File: src/rtl/axis_arb_pkg.sv
// ---------------------------------------------------------------------------
// axis_arb_pkg
// Shared types and helpers for the AXI-Stream round-robin arbiter.
//   arb_state_t : two-state arbitration FSM encoding (IDLE / GRANT)
//   MAX_SRC     : widest request vector the helpers accept
//   tid_width   : width of the source-index field, never below 1 bit
//   cnt_width   : width of the per-grant beat counter, never below 1 bit
//   rr_first    : first requesting index at or after ptr, wrapping modulo n
// ---------------------------------------------------------------------------
package axis_arb_pkg;

  typedef enum logic {
    IDLE  = 1'b0,
    GRANT = 1'b1
  } arb_state_t;

  localparam int MAX_SRC = 16;

  function automatic int tid_width(input int n);
    return (n <= 1) ? 1 : $clog2(n);
  endfunction

  function automatic int cnt_width(input int max_burst);
    return (max_burst <= 0) ? 1 : $clog2(max_burst + 1);
  endfunction

  // Returns -1 when nothing requests. The scan runs from the far end back
  // toward ptr so that the last assignment is the nearest requester.
  function automatic int rr_first(input logic [MAX_SRC-1:0] req,
                                  input int ptr,
                                  input int n);
    int         found;
    logic [3:0] j;
    found = -1;
    for (int k = n - 1; k >= 0; k--) begin
      j = 4'((ptr + k) % n);
      if (req[j]) begin
        found = int'(j);
      end
    end
    return found;
  endfunction

endpackage

File: src/rtl/axis_rr_pick.sv
// ---------------------------------------------------------------------------
// axis_rr_pick
// Purely combinational rotate-priority encoder.
//   req  : per-source request bits
//   ptr  : index that has highest priority this round
//   idx  : first requesting index at or after ptr (wrapping); 0 if none
//   any  : at least one request is present
// ---------------------------------------------------------------------------
module axis_rr_pick
  import axis_arb_pkg::*;
#(
  parameter int NUM_SRC = 4,
  parameter int IDX_W   = 2
) (
  input  logic [NUM_SRC-1:0] req,
  input  logic [IDX_W-1:0]   ptr,
  output logic [IDX_W-1:0]   idx,
  output logic               any
);

  logic [MAX_SRC-1:0] req_wide;
  int                 first_idx;

  // Zero-pad the request vector to the helper's fixed width.
  for (genvar gi = 0; gi < MAX_SRC; gi++) begin : g_pad
    if (gi < NUM_SRC) begin : g_live
      assign req_wide[gi] = req[gi];
    end else begin : g_dead
      assign req_wide[gi] = 1'b0;
    end
  end

  always_comb begin
    first_idx = rr_first(req_wide, int'(ptr), NUM_SRC);
    any       = |req;
    idx       = (first_idx < 0) ? '0 : IDX_W'(first_idx);
  end

endmodule

File: src/rtl/axis_stream_arbiter.sv
// ---------------------------------------------------------------------------
// axis_stream_arbiter
// Packet-aware round-robin merge of NUM_SRC AXI-Stream sources onto one
// AXI-Stream master. A grant is held until a beat with tlast transfers, or
// until MAX_BURST beats have moved (MAX_BURST = 0 means tlast only), after
// which the round-robin pointer moves past the released source. Every grant
// is preceded by one IDLE arbitration cycle.
//
// Ports
//   axis_clk, axis_rst_n          : clock, asynchronous active-low reset
//   s_axis_tvalid/tready/tlast    : per-source handshake and end-of-packet
//   s_axis_tdata                  : source i at [i*DATA_WIDTH +: DATA_WIDTH]
//   m_axis_tvalid/tready/tlast    : merged stream handshake
//   m_axis_tdata                  : merged data
//   m_axis_tid                    : index of the granted source
// ---------------------------------------------------------------------------
module axis_stream_arbiter
  import axis_arb_pkg::*;
#(
  parameter  int NUM_SRC    = 4,
  parameter  int DATA_WIDTH = 4,
  parameter  int MAX_BURST  = 8,
  localparam int TID_W      = tid_width(NUM_SRC)
) (
  input  logic                          axis_clk,
  input  logic                          axis_rst_n,
  input  logic [NUM_SRC-1:0]            s_axis_tvalid,
  output logic [NUM_SRC-1:0]            s_axis_tready,
  input  logic [NUM_SRC*DATA_WIDTH-1:0] s_axis_tdata,
  input  logic [NUM_SRC-1:0]            s_axis_tlast,
  output logic                          m_axis_tvalid,
  input  logic                          m_axis_tready,
  output logic [DATA_WIDTH-1:0]         m_axis_tdata,
  output logic                          m_axis_tlast,
  output logic [TID_W-1:0]              m_axis_tid
);

  localparam int CNT_W = cnt_width(MAX_BURST);
  // Counter value of the beat that, once transferred, exhausts the burst.
  localparam logic [CNT_W-1:0] BURST_LAST =
    CNT_W'((MAX_BURST > 0) ? (MAX_BURST - 1) : 0);

  arb_state_t       state_reg, state_next;
  logic [TID_W-1:0] grant_reg, grant_next;
  logic [TID_W-1:0] rr_ptr_reg, rr_ptr_next;
  logic [CNT_W-1:0] beat_cnt_reg, beat_cnt_next;

  logic [TID_W-1:0] pick_idx;
  logic             pick_any;

  logic [NUM_SRC-1:0]    hit;
  logic [DATA_WIDTH-1:0] data_term [NUM_SRC];
  logic [DATA_WIDTH-1:0] sel_data;
  logic                  sel_valid;
  logic                  sel_last;
  logic                  xfer;
  logic                  burst_done;
  logic                  release_beat;
  logic [TID_W-1:0]      ptr_after_grant;

  // -------------------------------------------------------------------------
  // Round-robin choice among current requesters
  // -------------------------------------------------------------------------
  axis_rr_pick #(
    .NUM_SRC (NUM_SRC),
    .IDX_W   (TID_W)
  ) u_pick (
    .req (s_axis_tvalid),
    .ptr (rr_ptr_reg),
    .idx (pick_idx),
    .any (pick_any)
  );

  // -------------------------------------------------------------------------
  // Granted-source mux, built as one-hot AND-OR so no index arithmetic
  // depends on NUM_SRC being a power of two.
  // -------------------------------------------------------------------------
  for (genvar gi = 0; gi < NUM_SRC; gi++) begin : g_sel
    assign hit[gi]       = (grant_reg == TID_W'(gi));
    assign data_term[gi] = hit[gi] ? s_axis_tdata[gi*DATA_WIDTH +: DATA_WIDTH]
                                   : '0;
  end

  always_comb begin
    sel_data = '0;
    for (int i = 0; i < NUM_SRC; i++) begin
      sel_data = sel_data | data_term[i];
    end
  end

  assign sel_valid = |(s_axis_tvalid & hit);
  assign sel_last  = |(s_axis_tlast & hit);

  assign xfer         = (state_reg == GRANT) && sel_valid && m_axis_tready;
  assign burst_done   = (MAX_BURST != 0) && (beat_cnt_reg == BURST_LAST);
  assign release_beat = xfer && (sel_last || burst_done);

  assign ptr_after_grant = (grant_reg == TID_W'(NUM_SRC - 1)) ? '0
                                                              : grant_reg + TID_W'(1);

  // -------------------------------------------------------------------------
  // State register
  // -------------------------------------------------------------------------
  always_ff @(posedge axis_clk or negedge axis_rst_n) begin
    if (!axis_rst_n) begin
      state_reg    <= IDLE;
      grant_reg    <= '0;
      rr_ptr_reg   <= '0;
      beat_cnt_reg <= '0;
    end else begin
      state_reg    <= state_next;
      grant_reg    <= grant_next;
      rr_ptr_reg   <= rr_ptr_next;
      beat_cnt_reg <= beat_cnt_next;
    end
  end

  // -------------------------------------------------------------------------
  // Next-state logic
  // -------------------------------------------------------------------------
  always_comb begin
    state_next    = state_reg;
    grant_next    = grant_reg;
    rr_ptr_next   = rr_ptr_reg;
    beat_cnt_next = beat_cnt_reg;
    case (state_reg)
      IDLE: begin
        if (pick_any) begin
          grant_next    = pick_idx;
          beat_cnt_next = '0;
          state_next    = GRANT;
        end
      end
      GRANT: begin
        if (release_beat) begin
          state_next    = IDLE;
          rr_ptr_next   = ptr_after_grant;
          beat_cnt_next = '0;
        end else if (xfer) begin
          // With no burst cap the count is never consulted, so keep it at 0.
          beat_cnt_next = (MAX_BURST == 0) ? '0 : beat_cnt_reg + CNT_W'(1);
        end
      end
      default: begin
        state_next = IDLE;
      end
    endcase
  end

  // -------------------------------------------------------------------------
  // Output logic: everything is quiet outside GRANT, which also covers reset
  // because the state register clears asynchronously.
  // -------------------------------------------------------------------------
  always_comb begin
    m_axis_tvalid = 1'b0;
    m_axis_tdata  = '0;
    m_axis_tlast  = 1'b0;
    m_axis_tid    = '0;
    s_axis_tready = '0;
    if (state_reg == GRANT) begin
      m_axis_tvalid = sel_valid;
      m_axis_tdata  = sel_data;
      m_axis_tlast  = sel_last;
      m_axis_tid    = grant_reg;
      s_axis_tready = hit & {NUM_SRC{m_axis_tready}};
    end
  end

endmodule

File: config.mk
export PLATFORM = sky130hd
export DESIGN_NAME = axis_stream_arbiter
export DESIGN_NICKNAME = d
export VERILOG_FILES = /design/src/rtl/axis_arb_pkg.sv /design/src/rtl/axis_rr_pick.sv /design/src/rtl/axis_stream_arbiter.sv
export SDC_FILE = /design/constraint.sdc
export NUM_CORES = 1
export LEC_CHECK = 0
export CORE_MARGIN = 8
export CORE_UTILIZATION = 55
export CTS_BUF_LIST = sky130_fd_sc_hd__clkbuf_8
export DETAILED_ROUTE_END_ITERATION = 10
export DONT_BUFFER_PORTS = 1
export PLACE_DENSITY = 0.78
export SETUP_SLACK_MARGIN = 0.4
export SLEW_MARGIN = 20
export SYNTH_ARGS = -nofsm -noshare
export SYNTH_HDL_FRONTEND = slang
export SYNTH_HIERARCHICAL = 1
export SYNTH_SLANG_ARGS = --single-unit
File: constraint.sdc
create_clock -name axis_clk -period 4.3 [get_ports axis_clk]
set_input_delay 0.86 -clock axis_clk [delete_from_list [all_inputs] [get_ports axis_clk]]
set_output_delay 0.86 -clock axis_clk [all_outputs]
set_load 0.01 [all_outputs]
; ---- Word-level counts from Yosys, hierarchy flattened
; Cells that the tools add are included.
[word_totals]
ff_bits = 9
inputBits = 27
[op_classes]
n_addsub = 5
magnitude_cmp = 5
eq_ne = 6
muxes = 30
bitwise_logic = 10
reduce_logical = 14
[ops]
columns = op, n
row1 = two-way mux 32 bit, 4
row2 = two-way mux 4 bit, 9
row3 = < comparator 32 x 1 -> 1 bit (second input constant), 1
row4 = < comparator 4 x 5 -> 1 bit (second input constant), 3
row5 = bitwise AND 4 bit, 3
row6 = OR 4 bit, 3
row7 = OR reduction 4 bit, 3
row8 = binary-select mux 1 bit (select 3 bit), 3
row9 = two-way mux 1 bit, 8
row10 = one-hot mux 4 bit (2 select lines), 1
row11 = two-way mux 2 bit, 3
row12 = AND reduction 2 bit, 3
row13 = OR reduction 2 bit, 3
row14 = < comparator 2 x 5 -> 1 bit (second input constant), 1
row15 = adder 2 x 1 -> 2 bit (second input constant), 2
row16 = adder 2 bit (second input constant), 2
row17 = adder 4 x 1 -> 4 bit (second input constant), 1
row18 = == test 2 bit (second input constant), 2
row19 = == test 4 x 3 -> 1 bit (second input constant), 1
row20 = bitwise AND 1 bit (first input constant), 3
row21 = logical AND 1 bit, 3
row22 = inequality test 3 x 1 -> 1 bit (second input constant), 1
row23 = binary-select mux 1 bit (select 2 bit), 1
row24 = == test 2 x 1 -> 1 bit (second input constant), 1
row25 = 5 further kinds, 5

; ---- Depth between registers and ports, before layout
; Gate-level depths: netlist of the first run.
[logic_depth]
ltp_word = 11
depth_mapped = 6
ltp_nobuf = 6

; ---- Cells and area by module
; Netlist of the first run, hierarchy kept.
[by_module_without_submodules]
columns = mod, instances, cells_each, area_each_um2
row1 = axis_stream_arbiter, 1, 68, 669.4
row2 = axis_rr_pick, 1, 15, 81.3

; ---- Worst setup path after synthesis of the first run
; Ideal clock, no wire load.
[synth_timing]
kind = input port to output port
start = input port s_axis_tlast[2]
end = output port m_axis_tlast
arrival_time_ns = 1.293
required_time_ns = 3.440
slack_ns = 2.147
path_stages = 3
n_path_buf = 0
cell_sequence = a22oi_1 > nand2_1 > and2_1
[synth_via]
elab_chain_cells = 3
[synth_rtl]
columns = element, line_no
row1 = from (decl), axis_stream_arbiter.sv:30  ; input logic [NUM_SRC-1:0] s_axis_tlast,
row2 = bitwise AND 4 bit, axis_stream_arbiter.sv:92  ; assign sel_last = |(s_axis_tlast & hit);
row3 = OR reduction 4 bit, axis_stream_arbiter.sv:92
row4 = two-way mux 1 bit, axis_stream_arbiter.sv:160  ; if (state_reg == GRANT) begin
row5 = to (decl), axis_stream_arbiter.sv:34  ; output logic m_axis_tlast,
; Every way passes these cells.

; ---- Final worst setup path of the first run
[layout_timing]
start = register grant_reg[0]
end = output port m_axis_tdata[3]
[layout_via]
elab_chain_cells = 6
[layout_rtl]
columns = element, line_no
row1 = from (decl), axis_stream_arbiter.sv:44  ; logic [TID_W-1:0] grant_reg, grant_next;
row2 = from (signal assigned), axis_stream_arbiter.sv:112  ; grant_reg <= grant_next;
row3 = == test 2 x 1 -> 1 bit / zero test 2 bit (equally long branches), axis_stream_arbiter.sv:79  ; assign hit[gi] = (grant_reg == TID_W'(gi));
row4 = two-way mux 4 bit, axis_stream_arbiter.sv:80  ; assign data_term[gi] = hit[gi] ? s_axis_tdata[gi*DATA_WIDTH +: DATA_WIDTH]
row5 = OR 4 bit (2 in series), axis_stream_arbiter.sv:87  ; sel_data = sel_data | data_term[i];
row6 = OR 4 bit *, axis_stream_arbiter.sv:87
row7 = two-way mux 4 bit *, axis_stream_arbiter.sv:160
row8 = to (decl), axis_stream_arbiter.sv:33  ; output logic [DATA_WIDTH-1:0] m_axis_tdata,
; Mark *: on every way between the ends. The rest lies on a longest branch, timed or not.

==> flow_summary.json, run 1 <==
{
  "r2r_end": "rr_ptr_reg[0]$_DFFE_PN0P_",
  "dr.pass1.iters": 4,
  "p_int_mw": 0.316,
  "grt_pass1_wl_mm": 2.94,
  "io_pins": 39,
  "hold_viol": 0,
  "synthCells": 83,
  "die_w_um": 52.9,
  "grt_overflow": 0,
  "setup_tns_ns": 0,
  "setup_viol_count_final": 0,
  "cts_sinks": 9,
  "worst-endpoint-arrival_ns": 1.58,
  "outcome": "completed",
  "fp-row-count": 13,
  "core_um2": 1280,
  "yosysWarnings": 6,
  "syn_area_um2": 751,
  "remaining_drc_errors": 0,
  "cp_num_buf_inv": 1,
  "p_sw_share_pct": 43.4,
  "synth_fp_nets": 115,
  "cp-start-kind": "register",
  "die_h_um": 52.9,
  "path_class": "reg2out",
  "drt_iter0_markers": 13,
  "die_area_um2": 2800,
  "vias": 653,
  "ys_seq_elements": 9,
  "timing.rr.start": "grant_reg[0]$_DFFE_PN0P_",
  "clockRootBuffer": "clkbuf_8",
  "largest_register_ffs": 4,
  "dp_hpwl_mm": 1.48,
  "cp_slowest_cell": "dfrtp_1",
  "yosysSeqAreaShare_pct": 30.0,
  "p_leak_nw": 0.344,
  "pwr-share-comb_pct": 54.3,
  "cts_tree": "yes",
  "post_cts_buffers": 0,
  "reg2reg_depth": 6,
  "via_per_inst": 6.53,
  "clkTransAtPathRegs_ns": 0.04,
  "critPathRequiredTime_ns": 3.44,
  "start_util_pct": 58.4,
  "cts_hold_buf": 0,
  "cp_slowest_stage_delay_ns": 0.41,
  "rsz0062_at_grt": "no",
  "cp-end-kind": "primary output",
  "io_buffers": 0,
  "p_total_mw": 0.559,
  "drive_above_1_share_pct": 12.9,
  "grt_pass1_vias": 644,
  "fin_nets": 118,
  "p_per_area_nw_per_um2": 699,
  "cts_resized": 0,
  "power_frac_seq_pct": 29.5,
  "grt_max_degree": 18,
  "antenna_found_initial": 0,
  "cts_max_level": 1,
  "gp_congestion": 0.724,
  "crit_chain": "inv_1 > ha_1 > a22oi_1 > a21boi_0",
  "worstMarginPinSlew_ns": 0.431,
  "ir_drop_mv": 0.323,
  "period_share_pct": 56.8,
  "crit_path_max_fanout": 7,
  "fin_skew_ns": 0.00287,
  "clockPowerShare_pct": 16.2,
  "slew_headroom_pct": 71.0,
  "routedWlPerCell_um": 18.2,
  "fin_crit_ns": 2.44,
  "drtAntennaViolNets": 0,
  "maxCapViolCount": 0,
  "fillers": 119,
  "synth_area_per_cell_um2": 9.04,
  "cts_buffers": 3,
  "crit_family": "compound AO/OA/AOI/OAI gates",
  "yosysUniqueCellTypes": 28,
  "area_growth_syn_to_layout_pct": 6.50,
  "slew_viol_final": 0,
  "diodes": 0,
  "fmax_ghz": 0.410,
  "switchingPower_mw": 0.242,
  "grtUsageTotal_pct": 13.0,
  "clockBufferDepth": 2,
  "hp-class": "in2async",
  "r2r_slack_ns": 2.38,
  "clk_latency_ns": 0.22,
  "totalWireLength_mm": 1.82
}
## Yosys cell counts
master,count,share of area (%)
clkbuf_1,1,0.50
nand3_1,1,0.67
nand2b_1,2,1.7
xnor2_1,1,1.2
a21oi_2,1,1.2
o311a_1,1,1.3
nor2_1,5,2.5
inv_1,5,2.5
o21ai_0,3,2.0
nand2_1,6,3.0
buf_6,1,1.5
a22oi_1,10,10
and3_1,4,3.3
a21boi_0,5,5.0
a22o_1,2,2.3
ha_1,5,8.3
nor2b_1,2,1.7
dfrtp_1,9,30
o31a_1,1,1.2
o21ai_2,1,1.2
a32o_1,3,4.0
a22oi_2,2,3.3
a211oi_2,1,1.7
or2_2,1,0.83
mux2_2,2,3.0
o21a_1,1,1.0
a21oi_1,4,2.7
and2_1,3,2.5
## through the flow
step / instances / hold WS, ns / area, µm² / setup WS, ns / utilization (%)
after floorplan: 83 / 0.492 / 751 / 2.15 / -
after global routing: 100 / 0.313 / 800 / 1.71 / 62.2
after CTS: 100 / 0.323 / 800 / 1.84 / 62.2
final: 100 / 0.329 / 800 / 1.86 / 62.2
after detailed placement: 96 / 0.519 / 754 / 2.08 / 58.7
after global placement: 96 / 0.500 / 754 / 2.09 / 58.7
## power by group through the flow
stage	clock network, mW	registers, mW	logic, mW
6_report	0.0907	0.165	0.303
5_1_grt	0.103	0.172	0.340
4_1_cts	0.0944	0.165	0.309
3_5_place_dp	0	0.166	0.307
3_3_place_gp	0	0.163	0.302
2_1_floorplan	0	0.152	0.264
## area by class of cell
type	count	area, µm²	area share (%)
sequential	9	225	28.2
tap	15	18.8	2.35
clock inverter	1	3.75	0.469
clock buffer	3	41.3	5.16
multi-input combinational	67	492	61.5
inverter	5	18.8	2.35
## worst register-to-register path, cell delays in order, from the launching register on
cell and delay [ns]:
dfrtp_1 0.39, inv_1 0.09, ha_1 0.30, a22oi_1 0.21, nand2_1 0.10, o21ai_2 0.32, mux2_2 0.38
## how the worst max path moves through the flow
| stage | from | to | slack (ns) | cells past startpoint |
|---|---|---|---|---|
| final | grant_reg[0]$_DFFE_PN0P_ | m_axis_tdata[3] | 1.86 | 4 |
| after floorplan | s_axis_tlast[2] | m_axis_tlast | 2.15 | 3 |
| after detailed placement | grant_reg[0]$_DFFE_PN0P_ | m_axis_tdata[3] | 2.08 | 4 |
| after CTS | grant_reg[0]$_DFFE_PN0P_ | m_axis_tdata[3] | 1.84 | 4 |
| after global placement | s_axis_tdata[5] | m_axis_tdata[1] | 2.09 | 2 |
| after global routing | grant_reg[0]$_DFFE_PN0P_ | m_axis_tdata[3] | 1.71 | 4 |
## metal layers
layer  up-vias  wire [µm]  GRT usage, %  share of wire (%)
li1        317          -             -                  -
met1       304        774          15.2                 43
met2        32        823          22.1                 45
met3         0        217          3.92                 12
met4         0          0          3.88                  0
met5         -          0             0                  0
## cells by family (layout without fill, tap and decap cells)
family	after synthesis	in the layout	share of synthesized area, %
buffers and inverters	7	9	4.50
xor gates and xnor gates	1	1	1.17
DFF	9	9	30.0
and+or+nand+nor	24	24	16.2
muxes	2	2	3.00
adders and majority gates	5	5	8.33
AOI/OAI and AO/OA	35	35	36.8
## cell usage in the layout (no fill, tap or decap)
cell type	netlist	routed
o21ai_2	1	1
a22o_1	2	2
a21oi_1	4	4
a22oi_2	2	2
nand2_1	6	6
nand3_1	1	1
and3_1	4	4
a21boi_0	5	5
o311a_1	1	1
nor2_1	5	5
nor2b_1	2	2
o31a_1	1	1
or2_2	1	1
xnor2_1	1	1
dfrtp_1	9	9
and2_1	3	3
a21oi_2	1	1
a22oi_1	10	10
o21ai_0	3	3
clkbuf_8	0	3
a211oi_2	1	1
inv_1	5	6
mux2_2	2	2
nand2b_1	2	2
a32o_1	3	3
ha_1	5	5
o21a_1	1	1
No activity file was read; power rests on OpenSTA's default activity.
==> inputs of run 2 (changes only) <==
==> constraint.sdc (replaced) <==
create_clock -name axis_clk -period 2.4 [get_ports axis_clk]
set_input_delay 0.48 -clock axis_clk [delete_from_list [all_inputs] [get_ports axis_clk]]
set_output_delay 0.48 -clock axis_clk [all_outputs]
set_load 0.01 [all_outputs]
==> run 2 against run 1 <==
Cell area rose by 12%. Global-route usage up 1.1 points. Cell count up 6.0%. Count of clock-buffer cells in the layout stayed put. Sequential share of layout area is 3.1 points lower. Sequential power is 81% higher. Highest routed layer unchanged.
==> flow_summary.json, run 2 (synthesis gave the netlist of run 1 again) <==
{
  "vias": 701,
  "worstMarginPinSlew_ns": 0.448,
  "final_cell_area_um2": 898,
  "cts_sinks": 9,
  "fillers": 105,
  "io_buffers": 0,
  "final-seq-area_um2": 225,
  "clkTransAtPathRegs_ns": 0.04,
  "gp_congestion": 0.753,
  "fmax_ghz": 0.514,
  "cts_buffers": 3,
  "cp-start-kind": "register",
  "grt_max_degree": 18,
  "remaining_drc_errors": 0,
  "clk_latency_ns": 0.23,
  "dp_hpwl_mm": 1.51,
  "grt_pass1_wl_mm": 3.11,
  "dpl_cell_area_um2": 754,
  "dp.cells": 96,
  "critPathRequiredTime_ns": 1.92,
  "clockBufferDepth": 2,
  "die_w_um": 52.9,
  "worst-endpoint-arrival_ns": 1.47,
  "timing.hold.ws_ns": 0.519,
  "via_per_inst": 6.61,
  "p_leak_nw": 0.376,
  "drtAntennaViolNets": 0,
  "final_common_cell": "a22oi_1",
  "die_h_um": 52.9,
  "maxCapViolCount": 0,
  "routedWlPerCell_um": 20.0,
  "slew_headroom_pct": 70.1,
  "hold_viol": 0,
  "hp-class": "in2reg",
  "largest_register_ffs": 4,
  "fin_skew_ns": 0.00536,
  "cp-end-kind": "primary output",
  "dr.pass1.iters": 4,
  "core_um2": 1280,
  "setup_viol_count_final": 0,
  "antenna_found_initial": 0,
  "r2r_slack_ns": 0.55,
  "die_area_um2": 2800,
  "period_share_pct": 81.1,
  "fin_nets": 124,
  "start_util_pct": 58.4,
  "layout_common_cells": "a22oi_1 (10), dfrtp_1 (9), inv_1 (6), nand2_1 (6)",
  "startpoint": "grant_reg[0]$_DFFE_PN0P_",
  "multi_input_area_um2": 543,
  "path_class": "reg2out",
  "diodes": 0,
  "grtUsageTotal_pct": 14.1,
  "timing.rr.start": "grant_reg[0]$_DFFE_PN0P_",
  "grt_overflow": 0,
  "area_growth_syn_to_layout_pct": 19.7,
  "cts_max_level": 1,
  "reg2reg_depth": 6,
  "crit_path_max_fanout": 7,
  "r2r_end": "rr_ptr_reg[1]$_DFFE_PN0P_",
  "cp-endpoint": "m_axis_tdata[1]",
  "p_per_area_nw_per_um2": 1290,
  "outcome": "completed",
  "grt_pass1_vias": 688,
  "io_pins": 39,
  "fp-row-count": 13,
  "slew_viol_final": 0,
  "cts_tree": "yes",
  "clockRootBuffer": "clkbuf_8",
  "drt_iter0_markers": 6,
  "fin_crit_ns": 1.95,
  "setup_tns_ns": 0,
  "totalWireLength_mm": 2.12,
  "fin_cells": 106,
  "ir_drop_mv": 0.788,
  "rsz0062_at_grt": "yes",
  "drive_above_1_share_pct": 25.3
}
-- run 2: changes by cell type in the layout (fill, tap and decap cells not counted) --
cell / delta
dlygate4sd3_1: +1
buf_4: +5
a21boi_0: -5
ha_2: +1
ha_1: -4
ha_4: +3
a21boi_2: +3
a21boi_1: +2
-- run 2: cell type report --
| type | count | area share, % |
|---|---|---|
| clock buffer | 3 | 4.60 |
| clock inverter | 1 | 0.418 |
| inverter | 5 | 2.09 |
| multi-input combinational | 67 | 60.4 |
| sequential | 9 | 25.1 |
| tap | 15 | 2.09 |
| timing repair buffer | 6 | 5.29 |
-- run 2: metal layers --
layer  vias to the layer above  wire length, µm  global-route usage [%]
met4                         0                0                    5.17
met5                         -                0                       0
met3                         0              245                    5.04
li1                        331                -                       -
met2                        41             1060                    23.4
met1                       329              804                    16.1
-- run 2: worst max-delay path, stage by stage (launching register included) --
cell and delay (ns):
dfrtp_1 0.40, inv_1 0.17, ha_2 0.29, a22oi_1 0.09, a21boi_1 0.29
-- run 2: what timing repair did --
action | CTS | global route
hold buffers | 1 | 0
endpoints found under the setup margin | 6 | 11
pin swaps | 0 | 1
gates resized for setup | 7 | 8
setup buffers | 0 | 5
hold endpoints to repair | 9 | 0
-- run 2: report_power, final --
part / switching (mW) / internal [mW]
Sequential: 0.0804 / 0.218
Combinational: 0.365 / 0.326
Clock: 0.0550 / 0.111
Total: 0.501 / 0.654
-- run 2: metrics by stage --
step           utilization [%]  setup slack, ns  total power, mW
2_1_floorplan                -            0.694            0.746
6_report                  69.9            0.453             1.16
4_1_cts                   63.4            0.419             1.05
5_1_grt                   69.9            0.369             1.26
3_3_place_gp              58.7            0.515            0.834
3_5_place_dp              58.7            0.466            0.854
-- run 2: how the worst min path moves through the flow --
stage	from	to	slack (ns)	cells past startpoint
2_1_floorplan	axis_rst_n	beat_cnt_reg[0]$_DFFE_PN0P_	0.18	0
3_3_place_gp	axis_rst_n	state_reg$_DFF_PN0_	0.18	0
3_5_place_dp	axis_rst_n	rr_ptr_reg[1]$_DFFE_PN0P_	0.18	0
4_1_cts	s_axis_tvalid[0]	state_reg$_DFF_PN0_	0.50	3
5_1_grt	s_axis_tvalid[0]	state_reg$_DFF_PN0_	0.53	3
6_report	s_axis_tvalid[0]	state_reg$_DFF_PN0_	0.52	3
